## src/rtl/fir_dma_pkg.sv

```systemverilog
// fir_dma_pkg: shared state encoding and request constants for the FIR SDRAM DMA engine.
package fir_dma_pkg;
  typedef enum logic [1:0] {IDLE, RUN, DONE} state_e;
  localparam int ADDR_STEP = 4;
  localparam logic REQ_RD = 1'b0;
  localparam logic REQ_WR = 1'b1;
endpackage

```

## src/rtl/dma_sync_fifo.sv

```systemverilog
// dma_sync_fifo: single-clock FIFO; push is honoured when full only if a pop frees the slot the same cycle.
module dma_sync_fifo #(
  parameter int DEPTH = 8,
  parameter int WIDTH = 32,
  localparam int AW = $clog2(DEPTH),
  localparam int CW = AW + 1
) (
  input  logic             clk,
  input  logic             rst,
  input  logic             push,
  input  logic [WIDTH-1:0] din,
  input  logic             pop,
  output logic [WIDTH-1:0] dout,
  output logic             full,
  output logic             empty,
  output logic [CW-1:0]    count
);
  logic [WIDTH-1:0] mem_q [DEPTH];
  logic [AW-1:0] wp_q, rp_q;
  logic [CW-1:0] cnt_q;
  logic do_push, do_pop;
  assign do_pop = pop & ~empty;
  assign do_push = push & (~full | do_pop);
  assign dout = mem_q[rp_q];
  assign full = cnt_q == CW'(DEPTH);
  assign empty = cnt_q == '0;
  assign count = cnt_q;
  always_ff @(posedge clk) begin
    if (do_push) mem_q[wp_q] <= din;
  end
  always_ff @(posedge clk) begin
    if (rst) begin
      wp_q <= '0;
      rp_q <= '0;
      cnt_q <= '0;
    end else begin
      if (do_push) wp_q <= wp_q + AW'(1);
      if (do_pop) rp_q <= rp_q + AW'(1);
      cnt_q <= cnt_q + CW'(do_push) - CW'(do_pop);
    end
  end
endmodule

```

## src/rtl/fir_sdram_dma.sv

```systemverilog
// fir_sdram_dma: reads len words to the FIR input stream and writes FIR results back through one arbiter port.
// Define FIR_DMA_PREFETCH_HINT_EN to drive mem_prefetch_step on sequential reads; otherwise it is tied low.
module fir_sdram_dma
  import fir_dma_pkg::*;
#(
  parameter int ADDR_W = 24,
  parameter int DATA_W = 32,
  parameter int LEN_W = 16,
  parameter int FIFO_DEPTH = 8,
  parameter int MAX_OUTST = 4
) (
  input  logic              clk,
  input  logic              rst,
  input  logic              start,
  input  logic [ADDR_W-1:0] rd_base,
  input  logic [ADDR_W-1:0] wr_base,
  input  logic [LEN_W-1:0]  len,
  output logic              dma_busy,
  output logic              done,
  output logic [DATA_W-1:0] ss_tdata,
  output logic              ss_tvalid,
  input  logic              ss_tready,
  input  logic [DATA_W-1:0] sm_tdata,
  input  logic              sm_tvalid,
  output logic              sm_tready,
  output logic [ADDR_W-1:0] mem_addr,
  output logic              mem_rw,
  output logic [DATA_W-1:0] mem_wdata,
  output logic              mem_in_valid,
  input  logic              mem_busy,
  input  logic [DATA_W-1:0] mem_rdata,
  input  logic              mem_out_valid,
  output logic              mem_prefetch_step
);
  localparam int CW = $clog2(FIFO_DEPTH) + 1;
  localparam logic [CW:0] DEPTH_C = (CW + 1)'(FIFO_DEPTH);
  localparam logic [CW-1:0] MAXO_C = CW'(MAX_OUTST);
  state_e state_q, state_d;
  logic [ADDR_W-1:0] rd_addr_q, wr_addr_q;
  logic [LEN_W-1:0] len_q, rd_issued_q, wr_rcvd_q;
  logic [CW-1:0] outst_q, rf_count, wf_count;
  logic lock_q, lock_rw_q;
  logic run, launch, rd_ok, wr_ok, req_kind, acc, rd_acc, wr_acc, ret, last_wr;
  logic rf_full, rf_empty, rf_pop, wf_full, wf_empty, wf_push;
  logic [DATA_W-1:0] rf_dout, wf_dout;
  assign run = state_q == RUN;
  assign launch = (state_q == IDLE) & start;
  assign rd_ok = run & (rd_issued_q < len_q) & (({1'b0, outst_q} + {1'b0, rf_count}) < DEPTH_C)
               & (outst_q < MAXO_C);
  assign wr_ok = run & ~wf_empty;
  // A stalled request keeps its kind so a newly eligible write cannot displace a pending read.
  assign req_kind = lock_q ? lock_rw_q : (wr_ok ? REQ_WR : REQ_RD);
  assign mem_in_valid = lock_q | wr_ok | rd_ok;
  assign acc = mem_in_valid & ~mem_busy;
  assign rd_acc = acc & (req_kind == REQ_RD);
  assign wr_acc = acc & (req_kind == REQ_WR);
  assign mem_rw = mem_in_valid ? req_kind : REQ_RD;
  assign mem_addr = ~mem_in_valid ? '0 : (req_kind == REQ_WR) ? wr_addr_q : rd_addr_q;
  assign mem_wdata = (mem_in_valid & (req_kind == REQ_WR)) ? wf_dout : '0;
  assign ret = run & mem_out_valid;
  assign ss_tvalid = ~rf_empty;
  assign ss_tdata = rf_empty ? '0 : rf_dout;
  assign rf_pop = ss_tvalid & ss_tready;
  assign sm_tready = run & ~wf_full & (wr_rcvd_q < len_q);
  assign wf_push = sm_tvalid & sm_tready;
  // Final write: every result received and this is the only one left queued.
  assign last_wr = wr_acc & (wr_rcvd_q == len_q) & (wf_count == CW'(1));
  assign dma_busy = state_q != IDLE;
  assign done = state_q == DONE;
  always_comb begin
    state_d = state_q;
    if (launch) state_d = (len == '0) ? DONE : RUN;
    if (run && last_wr) state_d = DONE;
    if (state_q == DONE) state_d = IDLE;
  end
  always_ff @(posedge clk) begin
    if (rst) begin
      state_q <= IDLE;
      rd_addr_q <= '0;
      wr_addr_q <= '0;
      len_q <= '0;
      rd_issued_q <= '0;
      wr_rcvd_q <= '0;
      outst_q <= '0;
      lock_q <= 1'b0;
      lock_rw_q <= REQ_RD;
    end else begin
      state_q <= state_d;
      if (launch) begin
        rd_addr_q <= rd_base;
        wr_addr_q <= wr_base;
        len_q <= len;
        rd_issued_q <= '0;
        wr_rcvd_q <= '0;
      end
      if (rd_acc) begin
        rd_addr_q <= rd_addr_q + ADDR_W'(ADDR_STEP);
        rd_issued_q <= rd_issued_q + LEN_W'(1);
      end
      if (wr_acc) wr_addr_q <= wr_addr_q + ADDR_W'(ADDR_STEP);
      if (wf_push) wr_rcvd_q <= wr_rcvd_q + LEN_W'(1);
      outst_q <= outst_q + CW'(rd_acc) - CW'(ret);
      lock_q <= mem_in_valid & mem_busy;
      lock_rw_q <= req_kind;
    end
  end
`ifdef FIR_DMA_PREFETCH_HINT_EN
  logic prev_rd_q;
  always_ff @(posedge clk) begin
    if (rst || launch) prev_rd_q <= 1'b0;
    else if (rd_acc) prev_rd_q <= 1'b1;
  end
  assign mem_prefetch_step = mem_in_valid & (req_kind == REQ_RD) & prev_rd_q;
`else
  assign mem_prefetch_step = 1'b0;
`endif
  dma_sync_fifo #(.DEPTH(FIFO_DEPTH), .WIDTH(DATA_W)) u_rfifo (
    .clk(clk), .rst(rst), .push(ret & ~rf_full), .din(mem_rdata), .pop(rf_pop),
    .dout(rf_dout), .full(rf_full), .empty(rf_empty), .count(rf_count)
  );
  dma_sync_fifo #(.DEPTH(FIFO_DEPTH), .WIDTH(DATA_W)) u_wfifo (
    .clk(clk), .rst(rst), .push(wf_push), .din(sm_tdata), .pop(wr_acc),
    .dout(wf_dout), .full(wf_full), .empty(wf_empty), .count(wf_count)
  );
endmodule
```

## config.mk

```make
export PLATFORM = sky130hd
export DESIGN_NAME = fir_sdram_dma
export DESIGN_NICKNAME = d
export VERILOG_FILES = /design/src/rtl/fir_dma_pkg.sv /design/src/rtl/dma_sync_fifo.sv /design/src/rtl/fir_sdram_dma.sv
export SDC_FILE = /design/constraint.sdc
export NUM_CORES = 1
export LEC_CHECK = 0
export CORE_UTILIZATION = 65
export CTS_CLUSTER_DIAMETER = 150
export DETAILED_ROUTE_END_ITERATION = 12
export DONT_BUFFER_PORTS = 1
export MAX_ROUTING_LAYER = met4
export PLACE_DENSITY = 0.84
export SLEW_MARGIN = 10
export SYNTH_ARGS = -nofsm -noshare
export SYNTH_HDL_FRONTEND = slang
export SYNTH_HIERARCHICAL = 1
export SYNTH_SLANG_ARGS = --single-unit
```

## constraint.sdc

```tcl
create_clock -name clk -period 16.5 [get_ports clk]
set_clock_uncertainty 0.15 [all_clocks]
set_input_delay 4.125 -clock clk [delete_from_list [all_inputs] [get_ports clk]]
set_output_delay 4.125 -clock clk [all_outputs]
set_load 0.01 [all_outputs]
```

==> results of run 1 <==
[logic make-up (layout without fill, tap and decap cells)]
family	after synthesis	in the layout	synth area share (%)
fa+ha+maj	60	60	2.785
xor+xnor	15	15	0.4731
mux	206	206	13.53
simple gates	549	549	10.36
buf+inv	156	198	2.834
compound gates	226	226	5.263
other cells	1	3	0.01350
flops	642	642	64.74
[power by group through the flow]
stage               Combinational (mW)  Sequential [mW]  Clock (mW)
finish                           0.535             1.85        1.37
global route                     0.577             1.85        1.44
CTS                              0.536             1.85        1.38
detailed placement               0.529             1.88           0
global placement                 0.511             1.88           0
floorplan                        0.430             1.86           0
[layer usage]
metal	vias up	GRT usage, %
li1	7155	-
met3	162	5.500
met5	-	-
met2	800	48.91
met1	8284	38.16
met4	0	12.63
[per-stage QoR]
step / power [mW] / util (%) / worst slack (ns) / hold WS, ns
after floorplan: 2.290 / - / 7.742 / 0.2863
after global placement: 2.387 / 67.04 / 9.269 / 0.2878
after detailed placement: 2.409 / 67.04 / 9.118 / 0.2930
after CTS: 3.768 / 71.70 / 8.423 / 0.3014
after global routing: 3.872 / 71.71 / 8.184 / 0.3218
final: 3.752 / 71.71 / 8.404 / 0.3064
[worst max-delay path by stage]
stage,from,end,slack [ns],depth (start not counted)
4_1_cts,len_q[15]$_SDFFE_PP0P_,mem_addr[2],8.42,7
6_report,len_q[15]$_SDFFE_PP0P_,mem_addr[2],8.40,7
3_5_place_dp,len_q[15]$_SDFFE_PP0P_,mem_addr[2],9.12,7
3_3_place_gp,len_q[15]$_SDFFE_PP0P_,mem_addr[2],9.27,7
2_1_floorplan,sm_tvalid,u_wfifo/mem_q[0][0]$_DFFE_PP_,7.74,6
5_1_grt,u_wfifo/count[2]$_SDFF_PP0_,mem_addr[2],8.18,8
[sequential cells by signal, summed over array words and instances (netlist names), named ones only]
register / flops
wr_rcvd_q: 16
u_rfifo/mem_q: 256
u_rfifo/rp_q: 3
lock_rw_q: 1
u_wfifo/rp_q: 3
rd_issued_q: 16
u_wfifo/mem_q: 256
len_q: 16
state_q: 2
wr_addr_q: 24
u_rfifo/count: 4
rd_addr_q: 24
u_wfifo/wp_q: 3
u_rfifo/wp_q: 3
u_wfifo/count: 4
outst_q: 4
lock_q: 1
[layout by cell type, fill, tap and decap left out, types with 22 or more instances in the layout]
master     Yosys  layout
and2_1        36      36
mux2_2        71      71
clkbuf_16      0      62
buf_4          4      26
a21oi_1       94      94
mux4_2       128     128
nor2_1        71      67
o21ai_0       32      32
nand3_1       46      46
nand4_1       22      22
nor2b_1       49      49
dfxtp_1      130     126
ha_1          57      57
edfxtp_1     512     512
inv_1         52      52
nand2_1      175     175
[tightest hold or removal path, delay by kind of cell, from the launching register on]
| kind | cells | cell delay (ns) |
|---|---|---|
| compound gates | 1 | 0.05 |
| flops | 1 | 0.31 |
| simple gates | 1 | 0.05 |
[layout make-up]
class	count	area, um2	area share (%)
Inverter	56	215.2	0.7138
Multi-Input combinational cell	1057	9110	30.22
Antenna cell	2	5.005	0.01660
Sequential cell	642	17990	59.66
Clock buffer	80	1673	5.549
Timing Repair Buffer	26	195.2	0.6474
Clock inverter	36	287.8	0.9546
Tap cell	539	674.4	2.237
==> results.yml, run 1 <==
placement:
  numPortBuffers: 0
  gp_congestion: 0.9779
  dpl.cell_count: 2320
  placed_area_um2: 28180
  hpwl_um: 37150
die:
  rows: 75
  core_area_um2: 42040
  initial_core_util_pct: 66.05
  die_h_um: 208.7
  boundaryPins: 230
  die-area_um2: 43550
  die_x_um: 208.7
worst_setup_path:
  crit_path_max_fanout: 26
  critical_path_class: "reg -> out"
  cp-start-kind: "register"
  crit_chain: "inv_1 -> ha_1 -> nand2_1 -> nor4_2 -> or4b_4 -> a31oi_2 -> o21ai_0"
  worstPathRequired_ns: 12.23
  slowest_stage: "a31oi_2"
  worstPathArrival_ns: 3.82
  r2r-start: "u_wfifo/count[2]$_SDFF_PP0_"
  worstRegToRegCells: 16
  cp.buffers_inverters: 1
  crit_family: "compound AO/OA/AOI/OAI gates"
  cpPeakStageDelay_ns: 0.99
  r2r_slack_ns: 10.58
  r2r_end: "outst_q[2]$_SDFF_PP0_"
  endpoint_kind: "primary output"
yosys:
  syn_inst: 1855
  synth_top_area_cell: "edfxtp_1"
  synth_top_cells_by_area: "edfxtp_1 55%, mux4_2 10%, dfxtp_1 9.4%"
  yosys.area.top_type_share_pct: 55.37
  synth_edf_count: 512
  synthArstFlopShare_pct: 0
  yosys-top-cells-count: "512 x edfxtp_1, 175 x nand2_1, 130 x dfxtp_1, 128 x mux4_2, 94 x a21oi_1"
  synthesis.area_um2: 27770
  syn_avg_cell_area_um2: 14.97
  ys_ff_latch: 642
  yosysSeqAreaShare_pct: 64.74
  synthFlopType: "edfxtp_1"
  synth-warning-count: 6
  yosysMostFrequentCell: "edfxtp_1"
  synth_cell_type_count: 80
  synthesis.nets: 2050
global_routing:
  grt_usage_pct: 30.30
  grt_start_max_net_pins: 134
  grt-ovfl-total: 0
  grt_pass1_wl_um: 96050
  antenna_found_initial: 2
  grt_pass1_vias: 16516
power:
  seqPwrFrac_pct: 49.2
  p_sw_share_pct: 26.53
  vdd_drop_max_mv: 0.1097
  combinationalPowerShare_pct: 14.3
  powerDensity_nw_per_um2: 124.5
  power.net_switching_mw: 0.9954
  p_clk_share_pct: 36.5
  internal_power_mw: 2.757
  p_leak_nw: 9.605
detailed_routing:
  drtAntennaViolNets: 0
  num_vias: 16401
  first_pass_iters: 7
  detail_route.vias_per_cell: 6.727
  drc: 0
  wl_per_cell_um: 26.01
  drt-met1-wl_um: 24100
  route.met2.wl_um: 31870
  highest_layer: "met4"
  drt_iter0_drc: 1616
  wl_met3_um: 4912
  drt_wl_total_um: 63420
status:
  status: "complete, no violations"
run:
  maxCapViolCount: 0
clock_network:
  clk_latency_ns: 0.62
  cts_num_sinks: 642
  cts_tree: "done"
  cts_setup_buffers: 0
  postCtsResizedCells: 0
  clk_pin_slew_ns: 0.06
  cts_hold_buffers: 0
  cts.path.max_buffers: 3
  cts-root-buf: "clkbuf_16"
  cts_buffers: 61
  htree_levels: 2
min_path:
  hp-class: "reg -> reg"
  min_to: "len_q[14]$_SDFFE_PP0P_"
  whs_path_depth: 2
  hp-start: "len_q[14]$_SDFFE_PP0P_"
timing:
  maxSlewHeadroom_pct: 18.46
  setup_viol: 0
  post-route-min-period_ns: 8.096
  fmax_ghz: 0.1235
  finalCritPeriodShare_pct: 49.07
  final_hold_viol_count: 0
  rsz0062_at_grt: "false"
  drv_slew: 0
  tightest_slew_ns: 1.219
  tns_ns: 0
layout:
  nets: 2039
  layout.cells.non_filler: 2438
  syn_to_final_growth_pct: 8.570
  fin_area_um2: 30150
  fillers: 2524
  drive_above_1_share_pct: 18.98
No activity file was read; power rests on OpenSTA's default activity.
==> inputs of run 2 (changes only) <==
- CORE_UTILIZATION: 65 -> 64
- PLACE_DENSITY: 0.84 -> 0.83
- clock period: 16.5 -> 7.5 ns (I/O delays scaled with it)
==> run 2 against run 1 <==
Setup slack got worse by 6.7 ns. Combinational power rose by 120%. Global-route usage fell by 1.2 points. Non-clock buffer count did not move. Sequential power rose by 120%. Via count fell by 2.2%. Utilization fell by 0.40 points. Routed wire length fell by 2.6%. Die area rose by 1.5%. Largest cell class unchanged.
==> results.yml, run 2 (synthesis results as in run 1) <==
status:
  status: "complete, no violations"
detailed_routing:
  drt_iter0_drc: 1450
  detail_route.vias_per_cell: 6.488
  drc: 0
  first_pass_iters: 6
  drtAntennaViolNets: 0
  wl_per_cell_um: 24.99
  drt_wl_total_um: 61770
  num_vias: 16038
clock_network:
  cts_hold_buffers: 0
  cts.path.max_buffers: 3
  htree_levels: 2
  cts_setup_buffers: 0
  clk_latency_ns: 0.63
  cts_buffers: 60
  clk_pin_slew_ns: 0.06
  postCtsResizedCells: 0
  cts-root-buf: "clkbuf_16"
  cts_num_sinks: 642
  cts_tree: "done"
die:
  die-area_um2: 44220
  die_h_um: 210.3
  core_area_um2: 42320
  rows: 75
  boundaryPins: 230
  die_x_um: 210.3
  initial_core_util_pct: 65.61
worst_setup_path:
  cp-start-kind: "register"
  r2r-start: "u_wfifo/count[2]$_SDFF_PP0_"
  worstPathRequired_ns: 7.88
  endpoint_kind: "register"
  critical_path_class: "reg -> reg"
  crit_path_max_fanout: 60
  worstPathArrival_ns: 6.16
  crit_chain: "inv_1 -> ha_1 -> nor3b_1 -> or3b_1 -> o21a_1 -> clkinv_4 -> nor2_4 -> nand4_4 -> a21oi_4 -> inv_2 -> ha_1 -> inv_1 -> ha_1 -> fa_1 -> xnor2_1 -> nor2_1"
  startpoint: "u_wfifo/count[2]$_SDFF_PP0_"
  cpPeakStageDelay_ns: 0.73
  slowest_stage: "o21a_1"
  crit_path_frequent_cell: "ha_1"
layout:
  mostFrequentLayoutCell: "edfxtp_1"
  post-route-util_pct: 71.31
  reg.largest.list: "u_rfifo/mem_q: 256 flops, u_wfifo/mem_q: 256 flops"
  seqCellArea_um2: 17990
  fin_area_um2: 30180
  final_cell_mix: "512 x edfxtp_1, 175 x nand2_1, 128 x mux4_2"
  multi_input_area_um2: 9110
  nets: 2038
  layout.cells.non_filler: 2472
  drive_above_1_share_pct: 19.12
  fillers: 2558
  syn_to_final_growth_pct: 8.687
power:
  internal_power_mw: 6.076
  p_leak_nw: 9.595
  power.net_switching_mw: 2.163
  powerDensity_nw_per_um2: 273.0
  fin_total_pwr_mw: 8.239
  combinationalPowerShare_pct: 14.1
  p_clk_share_pct: 36.4
  seqPwrFrac_pct: 49.4
  p_sw_share_pct: 26.25
  vdd_drop_max_mv: 0.2383
placement:
  placed_area_um2: 28230
  dpl.cell_count: 2358
  hpwl_um: 36190
  numPortBuffers: 0
  gp_congestion: 0.9483
  pre_cts_slack_ns: 1.737
global_routing:
  antenna_found_initial: 2
  top_usage_layer: "met2"
  grt_pass1_wl_um: 93430
  met3_usage_pct: 5.095
  grt_start_max_net_pins: 134
  grt_pass1_vias: 16164
  grt_usage_pct: 29.11
  grt-ovfl-total: 0
  use_met2_pct: 48.81
  grt_use_met1_pct: 36.04
timing:
  worst_slack_ns: 1.716
  tightest_slew_ns: 1.134
  setup_viol: 0
  hold_ws_ns: 0.3061
  drv_slew: 0
  final_hold_viol_count: 0
  tns_ns: 0
  post-route-min-period_ns: 5.784
  maxSlewHeadroom_pct: 24.21
  rsz0062_at_grt: "false"
  fmax_ghz: 0.1729
  finalCritPeriodShare_pct: 77.12
run:
  maxCapViolCount: 0
min_path:
  hp-class: "reg -> reg"
  hp-start: "len_q[1]$_SDFFE_PP0P_"
## run 2: changes by cell type in the layout (fill, tap and decap cells not counted), moves of 2 or more
cell        change
bufinv_16       +2
clkbuf_1        -5
clkbuf_8        -4
clkinv_2        +3
clkinv_4        +2
clkinvlp_2      +2
inv_6           -2
## run 2: critical path, delay by kind of cell (launching register included)
kind,cells,cell delay (ns)
fa+ha+maj,4,1.18
xor+xnor,1,0.16
buf+inv,4,1.27
simple gates,5,1.16
flops,1,0.31
compound gates,2,1.43
## run 2: path summary, 6_finish.rpt
kind / end / slack, ns / depth (start not counted)
setup / recovery: outst_q[2]$_SDFF_PP0_ / 1.72 / 16
hold / removal: len_q[1]$_SDFFE_PP0P_ / 0.31 / 2
setup reg to reg: outst_q[2]$_SDFF_PP0_ / 1.72 / 16
hold reg to reg: len_q[1]$_SDFFE_PP0P_ / 0.31 / 2
## run 2: metal layers
layer  vias to the layer above  share of wire [%]
li1                       7149                  -
met1                      8029                 38
met2                       730                 51
met3                       130                7.6
met4                         0                3.0
met5                         -                  0
## run 2: power groups by stage
stage | Clock [mW] | Combinational (mW) | Sequential (mW)
after detailed placement | 0 | 1.15 | 4.15
final | 3.00 | 1.17 | 4.07
after floorplan | 0 | 0.947 | 4.09
after global routing | 3.16 | 1.26 | 4.09
after CTS | 3.04 | 1.17 | 4.07
after global placement | 0 | 1.12 | 4.14
## run 2: cell type report
cell class / count / share of cell area (%)
clock inverter: 42 / 1.169
inverter: 56 / 0.7131
antenna: 2 / 0.01658
multi-input combinational: 1057 / 30.19
tap: 577 / 2.392
timing repair buffer: 26 / 0.6467
clock buffer: 70 / 5.273
sequential: 642 / 59.60
==> inputs of run 3 (changes only) <==
- clock period: 7.5 -> 6 ns (I/O delays scaled with it)
==> run 3 against run 2 <==
Total power up 25%. Via count grew 2.4%. Sequential power rose by 25%. Highest routed layer unchanged.
==> results.yml, run 3 (synthesis results as in run 1) <==
timing:
  setup_viol: 0
  finalCritPeriodShare_pct: 89.60
  tightest_slew_ns: 1.082
  hold_ws_ns: 0.3029
  drv_slew: 0
  tns_ns: 0
  maxSlewHeadroom_pct: 27.70
  rsz0062_at_grt: "false"
  fmax_ghz: 0.1860
  final_hold_viol_count: 0
  post-route-min-period_ns: 5.376
clock_network:
  cts-root-buf: "clkbuf_16"
  clk_pin_slew_ns: 0.06
  cts.path.max_buffers: 3
  cts_buffers: 60
  cts_num_sinks: 642
  postCtsResizedCells: 0
  htree_levels: 2
  cts_setup_buffers: 0
  cts_tree: "done"
  cts_hold_buffers: 0
  clk_latency_ns: 0.63
placement:
  placed_area_um2: 28300
  gp_congestion: 0.9999
  numPortBuffers: 0
  hpwl_um: 38780
layout:
  nets: 2044
  syn_to_final_growth_pct: 8.868
  fin_area_um2: 30230
  reg.largest.list: "u_rfifo/mem_q: 256 flops, u_wfifo/mem_q: 256 flops"
  drive_above_1_share_pct: 19.13
  final_cell_mix: "512 x edfxtp_1, 175 x nand2_1, 128 x mux4_2"
  mostFrequentLayoutCell: "edfxtp_1"
min_path:
  whs_path_depth: 2
  hp-class: "reg -> reg"
  hp-start: "len_q[6]$_SDFFE_PP0P_"
  min_to: "len_q[6]$_SDFFE_PP0P_"
global_routing:
  grt-ovfl-total: 0
  grt_pass1_vias: 16789
  antenna_found_initial: 2
  grt_usage_pct: 30.30
  grt_pass1_wl_um: 97480
  grt_start_max_net_pins: 134
worst_setup_path:
  r2r_end: "u_wfifo/mem_q[3][23]$_DFFE_PP_"
  critical_path_class: "reg -> out"
  cpPeakStageDelay_ns: 0.87
  cp-start-kind: "register"
  slowest_stage: "a31oi_2"
  endpoint_kind: "primary output"
  r2r_slack_ns: 1.06
  r2r-start: "u_wfifo/count[2]$_SDFF_PP0_"
  crit_chain: "inv_1 -> ha_1 -> nand2_1 -> nor4_2 -> or4b_4 -> a31oi_2 -> o21ai_0"
  worstPathArrival_ns: 3.73
  crit_path_max_fanout: 23
  worstPathRequired_ns: 4.35
  worstRegToRegCells: 12
die:
  die-area_um2: 44220
  die_x_um: 210.3
  initial_core_util_pct: 65.61
  rows: 75
  die_h_um: 210.3
  boundaryPins: 230
  core_area_um2: 42320
detailed_routing:
  detail_route.vias_per_cell: 6.630
  wl_per_cell_um: 25.90
  drt_iter0_drc: 1630
  drt_wl_total_um: 64160
  num_vias: 16423
  drc: 0
  drtAntennaViolNets: 0
  first_pass_iters: 6
power:
  p_leak_nw: 9.615
  powerDensity_nw_per_um2: 341.8
  vdd_drop_max_mv: 0.3161
run:
  maxCapViolCount: 0
status:
  status: "complete, no violations"
==> run 3: area by class of cell <==
cell class                 instances  area [um2]
antenna                            2       5.005
clock buffer                      70        1560
clock inverter                    41       360.3
fill                            2486       12090
inverter                          56       215.2
multi-input combinational       1057        9128
sequential                       642       17990
tap                              577       721.9
timing repair buffer              32       252.7
==> run 3: worst max-delay path by stage <==
stage	start	endpoint	depth (start not counted)
CTS	len_q[15]$_SDFFE_PP0P_	mem_addr[2]	7
global route	len_q[15]$_SDFFE_PP0P_	mem_addr[2]	7
global placement	u_wfifo/count[2]$_SDFF_PP0_	u_wfifo/mem_q[7][3]$_DFFE_PP_	12
detailed placement	u_wfifo/count[2]$_SDFF_PP0_	u_wfifo/mem_q[7][3]$_DFFE_PP_	12
finish	len_q[15]$_SDFFE_PP0P_	mem_addr[2]	7
floorplan	sm_tvalid	u_wfifo/mem_q[0][0]$_DFFE_PP_	6
==> run 3: critical path, delay by kind of cell (launching register included) <==
| family | cells | cell delay [ns] |
|---|---|---|
| AND/OR/NAND/NOR | 3 | 1.11 |
| flip-flops | 1 | 0.33 |
| AO/OA/AOI/OAI | 2 | 1.27 |
| buffers and inverters | 1 | 0.06 |
| adder cells (fa/ha/maj) | 1 | 0.32 |
==> run 3: power breakdown <==
part,internal [mW],switching [mW]
registers,4.95,0.136
clock network,2.08,1.65
logic,0.539,0.974
==> run 3: per-layer routing <==
metal  GRT usage [%]  wire [um]  vias up
met5               -          0        -
met4           11.20       1935        0
met3           6.123       4942      153
met2           49.92      33050      770
met1           37.39      24240     8325
li1                -          -     7175
==> run 3: through the flow <==
stage | cells | power, mW | setup WS (ns) | util, %
final | 2477 | 10.33 | 0.6240 | 71.43
after global routing | 2477 | 10.68 | 0.4955 | 71.43
after CTS | 2475 | 10.37 | 0.7109 | 71.42
after detailed placement | 2364 | 6.664 | 1.141 | 66.88
after global placement | 2364 | 6.592 | 1.342 | 66.88
after floorplan | 1855 | 6.299 | -0.1334 | -
